--- config.mk ---
export PLATFORM = sky130hd
export DESIGN_NAME = spi_shifter
export DESIGN_NICKNAME = d
export VERILOG_FILES = /design/src/rtl/spi_pkg.sv /design/src/rtl/spi_shifter.sv
export SDC_FILE = /design/constraint.sdc
export NUM_CORES = 1
export LEC_CHECK = 0
export CAP_MARGIN = 30
export CORE_MARGIN = 2
export CORE_UTILIZATION = 56
export DETAILED_ROUTE_END_ITERATION = 6
export PLACE_DENSITY = 0.93
export REMOVE_ABC_BUFFERS = 1
export SETUP_SLACK_MARGIN = 0.4
export SYNTH_ARGS = -nofsm -noshare
export SYNTH_HDL_FRONTEND = slang
export SYNTH_SLANG_ARGS = --single-unit
--- constraint.sdc ---
create_clock -name clk -period 3.3 [get_ports clk]
set_input_delay 0.825 -clock clk [delete_from_list [all_inputs] [get_ports clk]]
set_output_delay 0.825 -clock clk [all_outputs]
set_load 0.1 [all_outputs]
--- src/rtl/spi_pkg.sv ---
// Shared definitions for the SPI core: data-path states, default transfer
// width and the pattern shifted out when the CPU has not supplied a byte.
package spi_pkg;

  typedef enum logic [1:0] {
    ST_IDLE   = 2'd0,
    ST_LOADED = 2'd1,
    ST_ACTIVE = 2'd2,
    ST_DONE   = 2'd3
  } spi_state_e;

  localparam int SPI_WIDTH_DEF = 8;

  // Wide enough for any practical WIDTH; users truncate to their width.
  localparam logic [63:0] SPI_IDLE_FILL = '1;

endpackage

--- src/rtl/spi_shifter.sv ---
// SPI data-path shifter: transmit buffer, shift register, received-byte
// register and write-collision flag. Strobes come from SCK control; load and
// run qualification come from the master controller.
module spi_shifter
  import spi_pkg::*;
#(
  parameter int WIDTH = SPI_WIDTH_DEF
) (
  input  logic             clk,
  input  logic             rst,
  input  logic             shifter_en,
  input  logic             spdr_rd_en,
  input  logic             cpu_wr,
  input  logic [WIDTH-1:0] cpu_wdata,
  input  logic             lsbfe,
  input  logic             sample_stb,
  input  logic             shift_stb,
  input  logic             sdi,
  input  logic             wcol_clr,
  output logic             sdo,
  output logic [WIDTH-1:0] rx_data,
  output logic             tx_empty,
  output logic             byte_done,
  output logic             wcol
);

  localparam int CW = $clog2(WIDTH + 1);
  localparam logic [CW-1:0] CNT_MAX  = CW'(WIDTH);
  localparam logic [CW-1:0] CNT_LAST = CW'(WIDTH - 1);
  localparam logic [CW-1:0] CNT_ONE  = CW'(1);
  localparam logic [WIDTH-1:0] FILL  = WIDTH'(SPI_IDLE_FILL);

  spi_state_e       state_q, state_d;
  logic [WIDTH-1:0] shreg_q, shreg_d;
  logic [WIDTH-1:0] tx_buf_q, tx_buf_d;
  logic             tx_valid_q, tx_valid_d;
  logic [WIDTH-1:0] rx_data_q, rx_data_d;
  logic [CW-1:0]    bit_cnt_q, bit_cnt_d;
  logic             lsb_q, lsb_d;
  logic             samp_q, samp_d;
  logic             done_pend_q, done_pend_d;
  logic             byte_done_q, byte_done_d;
  logic             wcol_q, wcol_d;
  logic             shift_bit;

  // Insert one bit at the end dictated by the latched bit order.
  function automatic logic [WIDTH-1:0] shift_in(input logic [WIDTH-1:0] sr,
                                                input logic b,
                                                input logic lsb_first);
    logic [WIDTH-1:0] r;
    if (lsb_first) r = {b, sr[WIDTH-1:1]};
    else           r = {sr[WIDTH-2:0], b};
    return r;
  endfunction

  // Bit currently presented on the wire for the latched bit order.
  function automatic logic out_bit(input logic [WIDTH-1:0] sr,
                                   input logic lsb_first);
    return lsb_first ? sr[0] : sr[WIDTH-1];
  endfunction

  // Next-state and data-path update for the whole shifter.
  always_comb begin
    state_d     = state_q;
    shreg_d     = shreg_q;
    tx_buf_d    = tx_buf_q;
    tx_valid_d  = tx_valid_q;
    rx_data_d   = rx_data_q;
    bit_cnt_d   = bit_cnt_q;
    lsb_d       = lsb_q;
    samp_d      = samp_q;
    done_pend_d = 1'b0;
    byte_done_d = done_pend_q;
    wcol_d      = wcol_q & ~wcol_clr;
    // A coincident sample makes the fresh sdi value the one shifted in.
    shift_bit   = sample_stb ? sdi : samp_q;

    case (state_q)
      ST_IDLE: begin
        if (spdr_rd_en) begin
          state_d    = ST_LOADED;
          shreg_d    = tx_valid_q ? tx_buf_q : FILL;
          tx_valid_d = 1'b0;
          bit_cnt_d  = '0;
          lsb_d      = lsbfe;
        end
      end
      ST_LOADED: begin
        if (shifter_en)       state_d = ST_ACTIVE;
        else if (!spdr_rd_en) state_d = ST_IDLE;
      end
      ST_ACTIVE: begin
        if (!shifter_en) begin
          state_d = ST_IDLE;
        end else begin
          if (sample_stb) begin
            samp_d = sdi;
            if (bit_cnt_q < CNT_MAX) bit_cnt_d = bit_cnt_q + CNT_ONE;
          end
          if (shift_stb) shreg_d = shift_in(shreg_q, shift_bit, lsb_q);
          // Last bit goes straight into rx_data without waiting for a shift.
          if (sample_stb && (bit_cnt_q == CNT_LAST)) begin
            rx_data_d   = shift_in(shreg_q, sdi, lsb_q);
            state_d     = ST_DONE;
            done_pend_d = 1'b1;
          end
        end
      end
      ST_DONE: begin
        if (!shifter_en) state_d = ST_IDLE;
      end
      default: state_d = ST_IDLE;
    endcase

    // CPU writes land after the load so a same-cycle write stays pending.
    if (cpu_wr) begin
      if ((state_q == ST_IDLE) || (state_q == ST_DONE)) begin
        tx_buf_d   = cpu_wdata;
        tx_valid_d = 1'b1;
      end else begin
        wcol_d = 1'b1;
      end
    end
  end

  // State registers with asynchronous active-low reset.
  always_ff @(posedge clk or negedge rst) begin
    if (!rst) begin
      state_q     <= ST_IDLE;
      shreg_q     <= FILL;
      tx_buf_q    <= '0;
      tx_valid_q  <= 1'b0;
      rx_data_q   <= '0;
      bit_cnt_q   <= '0;
      lsb_q       <= 1'b0;
      samp_q      <= 1'b0;
      done_pend_q <= 1'b0;
      byte_done_q <= 1'b0;
      wcol_q      <= 1'b0;
    end else begin
      state_q     <= state_d;
      shreg_q     <= shreg_d;
      tx_buf_q    <= tx_buf_d;
      tx_valid_q  <= tx_valid_d;
      rx_data_q   <= rx_data_d;
      bit_cnt_q   <= bit_cnt_d;
      lsb_q       <= lsb_d;
      samp_q      <= samp_d;
      done_pend_q <= done_pend_d;
      byte_done_q <= byte_done_d;
      wcol_q      <= wcol_d;
    end
  end

  assign sdo       = ((state_q == ST_LOADED) || (state_q == ST_ACTIVE))
                     ? out_bit(shreg_q, lsb_q) : 1'b1;
  assign rx_data   = rx_data_q;
  assign tx_empty  = ~tx_valid_q;
  assign byte_done = byte_done_q;
  assign wcol      = wcol_q;

endmodule

# Word level (Yosys, flattened, before mapping)
# Index checks and enable logic that the tools add are counted.
[word_totals]
input_bits = 18
out_inout_bits = 12
regBits = 36
elab_cells = 71
[classes]
mux = 31
add_sub_neg = 1
n_reduce_logical = 12
n_eq_ne = 12
n_lt_le_gt_ge = 1
bitwise_logic = 3
[op_table]
columns = ["operator", "n"]
rows = [
  ["8-bit two-way mux", 6],
  ["4-bit two-way mux", 4],
  ["8-bit one-hot mux with 2 select lines", 1],
  ["1-bit two-way mux", 12],
  ["2-bit two-way mux", 6],
  ["2-bit inequality test (second input constant)", 6],
  ["2-bit one-hot mux with 4 select lines", 1],
  ["4-bit one-hot mux with 2 select lines", 1],
  ["4-bit AND reduction", 2],
  ["3-bit inequality test (second input constant)", 2],
  ["2-bit AND reduction", 3],
  ["5-bit AND reduction", 1],
  ["4-bit by 1-bit adder with 4-bit output (second input constant)", 1],
  ["2-bit equality test (second input constant)", 2],
  ["4-bit by 3-bit equality test with 1-bit output (second input constant)", 1],
  ["4-bit less-than comparator (second input constant)", 1],
  ["3-bit AND reduction", 1],
  ["2-bit by 1-bit equality test with 1-bit output (second input constant)", 1],
  ["2-bit logical NOT", 1],
  ["1-bit logical OR", 2],
  ["1-bit NOT", 2],
  ["2-bit nonzero test", 1],
  ["1-bit bitwise AND", 1],
  ["1-bit logical AND", 1],
]

# Logic depth before layout (Yosys ltp)
[logic_depth]
ltp_word = 5
mapped_depth = 7
mapped_depth_nobuf = 5

# Least setup slack after synthesis
# Ideal clock, no wire load.
[synth_timing]
kind = "flip-flop to output port"
start = "reg state_q[0]"
end = "out sdo"
t_arrival_ns = 1.402
stages_incl_launch_ff = 4
required_time_ns = 2.475
setup_slack_ns = 1.073
path_cell_list = "dfrtp_1 -> inv_1 -> ha_1 -> nand2_1"
[synth_via]
elab_chain_len = 3
word_cells_on_any_way = 4
[synth_lines]
columns = ["item", "line_no", "source"]
rows = [
  ["start, declared", "spi_shifter.sv:33", "spi_state_e state_q, state_d;"],
  ["start signal, assigned", "spi_shifter.sv:141", "state_q <= state_d;"],
  ["2-bit by 1-bit equality test with 1-bit output / 2-bit equality test (equally long branches)", "spi_shifter.sv:155", "assign sdo = ((state_q == ST_LOADED) || (state_q == ST_ACTIVE))"],
  ["1-bit logical OR *", "spi_shifter.sv:155", ""],
  ["1-bit two-way mux *", "spi_shifter.sv:156", "? out_bit(shreg_q, lsb_q) : 1'b1;"],
  ["end, declared", "spi_shifter.sv:20", "output logic sdo,"],
]
# Every way passes the cells marked *; elsewhere a longest branch is shown, timed or not.

# Worst setup path after layout
[layout_timing]
start = "reg lsb_q"
end = "out sdo"
[layout_via]
elab_chain_len = 2
[layout_lines]
columns = ["item", "line_no", "source"]
rows = [
  ["start, declared", "spi_shifter.sv:39", "logic lsb_q, lsb_d;"],
  ["start signal, assigned", "spi_shifter.sv:147", "lsb_q <= lsb_d;"],
  ["1-bit two-way mux", "spi_shifter.sv:59", "return lsb_first ? sr[0] : sr[WIDTH-1];"],
  ["1-bit two-way mux", "spi_shifter.sv:156", ""],
]
# No other way between the ends.

==> summary.txt <==
Yosys
  • Ys Warns: 0
  • Post-synth top flop: dfrtp_1
  • Number of synthesized flops with an enable pin: 0
  • Yosys reg bits: 36
  • Netlist cell types: 34
  • Most frequent cell after synthesis: dfrtp_1
  • Synth area leaders: dfrtp_1, mux2_2, dfstp_2
  • Share of the synthesized area in the top cell type: 38.8%
  • Avg Inst Size Synth: 11.8 um2
  • Yosys top cell by area: dfrtp_1
  • Sequential-to-total area share from yosys stat: 50.5%
  • Synth cell count leaders: dfrtp_1, mux2_2, nor2_1, o21ai_0
  • Mapped Cells: 153
  • Mapped Area: 1800 um2
  • Async SR Flop Fraction: 100%

Cells and area
  • Register area: 911 um2
  • # nets final: 209
  • Filler cells: 244
  • # diodes: 0
  • Multi-input gate area: 811 um2
  • Layout area overhead: 19.3%
  • Post-Layout Inst Area: 2150 um2
  • Layout cell share with drive strength beyond 1: 31.2%

Routing
  • Avg WL per Cell: 16.3 um
  • Routed vias: 1322
  • DR DRC count: 0
  • TritonRoute pass-1 iters: 4
  • DR vias/cell: 5.75
  • Remaining antenna violation count: 0
  • 1st-iter DRT viols: 60
  • Post-Route WL: 3.75 mm

STA
  • RSZ-0062 raised after global routing: false
  • Worst-Margin Slew: 786 ps
  • Fin crit share: 73.4%
  • Max transition margin: 47.5%
  • Clk_skew: 11.5 ps
  • Max Clock Freq: 413 MHz
  • Final Setup Violations: 0
  • Fin Setup TNS: 0 ps
  • Final Max Tran Viols: 0
  • Final hold vios: 0
  • Min Tclk post-route: 2420 ps

Placement
  • Dpl hpwl: 2.72 mm
  • Post-DP Area: 2090 um2
  • GP Congestion: 0.830
  • PortBufs: 29

CTS
  • Post-cts sizing count: 0
  • Reg clk slew, reported paths: 110 ps
  • Clock latency at the later pin of the worst-skew pair: 360 ps
  • CTS tree: built
  • Number of clock sinks: 36
  • Hold_buf cts: 0
  • Root buffer cell: clkbuf_4
  • H-tree depth: 2
  • CTS buffer count: 5
  • Longest Clk Path Bufs: 2
  • Post CTS Setup Buffer Count: 0

Critical path
  • CP cell instances: mux2i_1, nand2_1, buf_4
  • CP bufs+invs: 1
  • Req. time, crit path: 2470 ps
  • Largest delay contributor family on the critical path: flip-flops
  • CP Class: flop to primary output
  • CP max-delay cell: dfrtp_1
  • Arr. time, crit path: 1600 ps
  • Critical Path End Type: primary output
  • CP peak stage delay: 660 ps
  • Largest fanout on the critical path: 13
  • CP Launch Type: flop

Outcome
  • Outcome: finished clean

Job
  • Max-cap violations: 0

Worst hold path
  • Hold WC Path Type: flop to flop

Floorplanning
  • Die area: 3690 um2
  • Core Box Area: 3050 um2
  • Die H: 60.8 um
  • Row cnt: 20
  • Starting Density: 59.1%
  • Die X: 60.8 um
  • I/O Pins: 30

Global route
  • Largest net degree at the start of global routing: 37
  • All-Layer GR Usage: 22.7%
  • First-pass GRT wire length: 6.01 mm
  • Vias in the first global route: 1334
  • GRT Residual Overflow: 0
  • Initial antenna violation count: 0

Pwr
  • Static Leakage: 0.000958 uW
  • Pwr/cell area: 888 nW/um2
  • Peak supply drop: 550 uV
cell families (layout without fill, tap and decap cells):
logic type	after synthesis	after routing	synth area share [%]
DFF	36	36	50.5
adders and majority gates	6	6	4.16
AOI/OAI and AO/OA	30	30	11.8
muxes	33	33	20.2
and+or+nand+nor	33	33	8.74
buffers and inverters	15	48	4.58
path summary, 6_finish.rpt:
kind	from	to	slack, ps	depth (start not counted)
max	lsb_q$_DFFE_PN0P_	sdo	880	3
min in group asynchronous	rst	tx_buf_q[5]$_DFFE_PN0P_	880	2
min reg2reg	byte_done_d$_DFF_PN0_	byte_done$_DFF_PN0_	360	0
max reg2reg	state_q[0]$_DFFE_PN0P_	shreg_q[7]$_DFFE_PN1P_	1080	6
max in group asynchronous	rst	shreg_q[6]$_DFFE_PN1P_	2070	2
min	byte_done_d$_DFF_PN0_	byte_done$_DFF_PN0_	360	0
stage by stage:
stage          instances  power [uW]  hold WS, ps  util (%)  worst slack, ps
2_1_floorplan        146        1400          331         -             1070
3_3_place_gp         222        1590          332      68.4              889
3_5_place_dp         222        1660          339      68.4              786
4_1_cts              230        1910          364      70.5              881
5_1_grt              230        2020          378      70.5              795
6_report             230        1910          362      70.5              878
state kept, by name, summed over array words and instances, names as in the netlist:
| name | cells |
|---|---|
| bit_cnt_q | 4 |
| byte_done | 1 |
| byte_done_d | 1 |
| lsb_q | 1 |
| rx_data | 8 |
| samp_q | 1 |
| shreg_q | 8 |
| state_q | 2 |
| tx_buf_q | 8 |
| tx_valid_q | 1 |
| wcol | 1 |
report_power, final:
part	total, uW	leakage [uW]	internal (uW)	switching, uW
clock network	259	0.0000315	104	155
logic	894	0.000480	361	533
registers	757	0.000446	627	130
total	1910	0.000958	1090	817
routing by layer:
metal  GRT usage (%)  vias up  part of all wire [%]
li1                -      612                     -
met1            27.3      668                    42
met2            39.2       38                    52
met3            7.04        4                   4.9
met4            6.52        0                   1.0
met5               0        -                     0
cell usage in the layout (no fill, tap or decap):
| cell | count |
|---|---|
| nand2b_1 | 2 |
| and4b_1 | 1 |
| o22ai_1 | 1 |
| a21oi_1 | 1 |
| clkinv_1 | 1 |
| a21o_1 | 1 |
| nor2_1 | 13 |
| o211ai_1 | 1 |
| mux2_2 | 27 |
| inv_1 | 7 |
| ha_1 | 6 |
| clkdlybuf4s50_1 | 17 |
| clkbuf_8 | 1 |
| buf_4 | 15 |
| a211oi_1 | 2 |
| nor2b_1 | 2 |
| o32ai_1 | 1 |
| o21ai_0 | 10 |
| dfstp_2 | 8 |
| nand2_1 | 7 |
| mux2_1 | 1 |
| nand3b_1 | 2 |
| or2_0 | 1 |
| mux2i_1 | 5 |
| clkinvlp_4 | 1 |
| o22a_1 | 1 |
| o31ai_1 | 8 |
| clkbuf_1 | 1 |
| and3_1 | 1 |
| a32oi_1 | 1 |
| a21boi_4 | 1 |
| nor3_1 | 2 |
| nand3_1 | 2 |
| clkbuf_4 | 5 |
| dfrtp_1 | 28 |
| o2111ai_1 | 1 |
| o21bai_1 | 1 |
worst register-to-register path: cells and delay by family, from the launching register on:
kind	cells	cell delay, ps
AO/OA/AOI/OAI	1	320
AND/OR/NAND/NOR	1	380
multiplexers	1	140
adder cells (fa/ha/maj)	1	520
flip-flops	1	420
buffers and inverters	2	360
final cells by class:
cell class | instances | share of cell area [%]
timing repair buffer | 32 | 13.1
clock buffer | 7 | 2.56
tap | 44 | 2.56
clock inverter | 1 | 0.349
inverter | 8 | 1.40
sequential | 36 | 42.3
multi-input combinational | 102 | 37.7
Power figures use the tool's default switching activity.
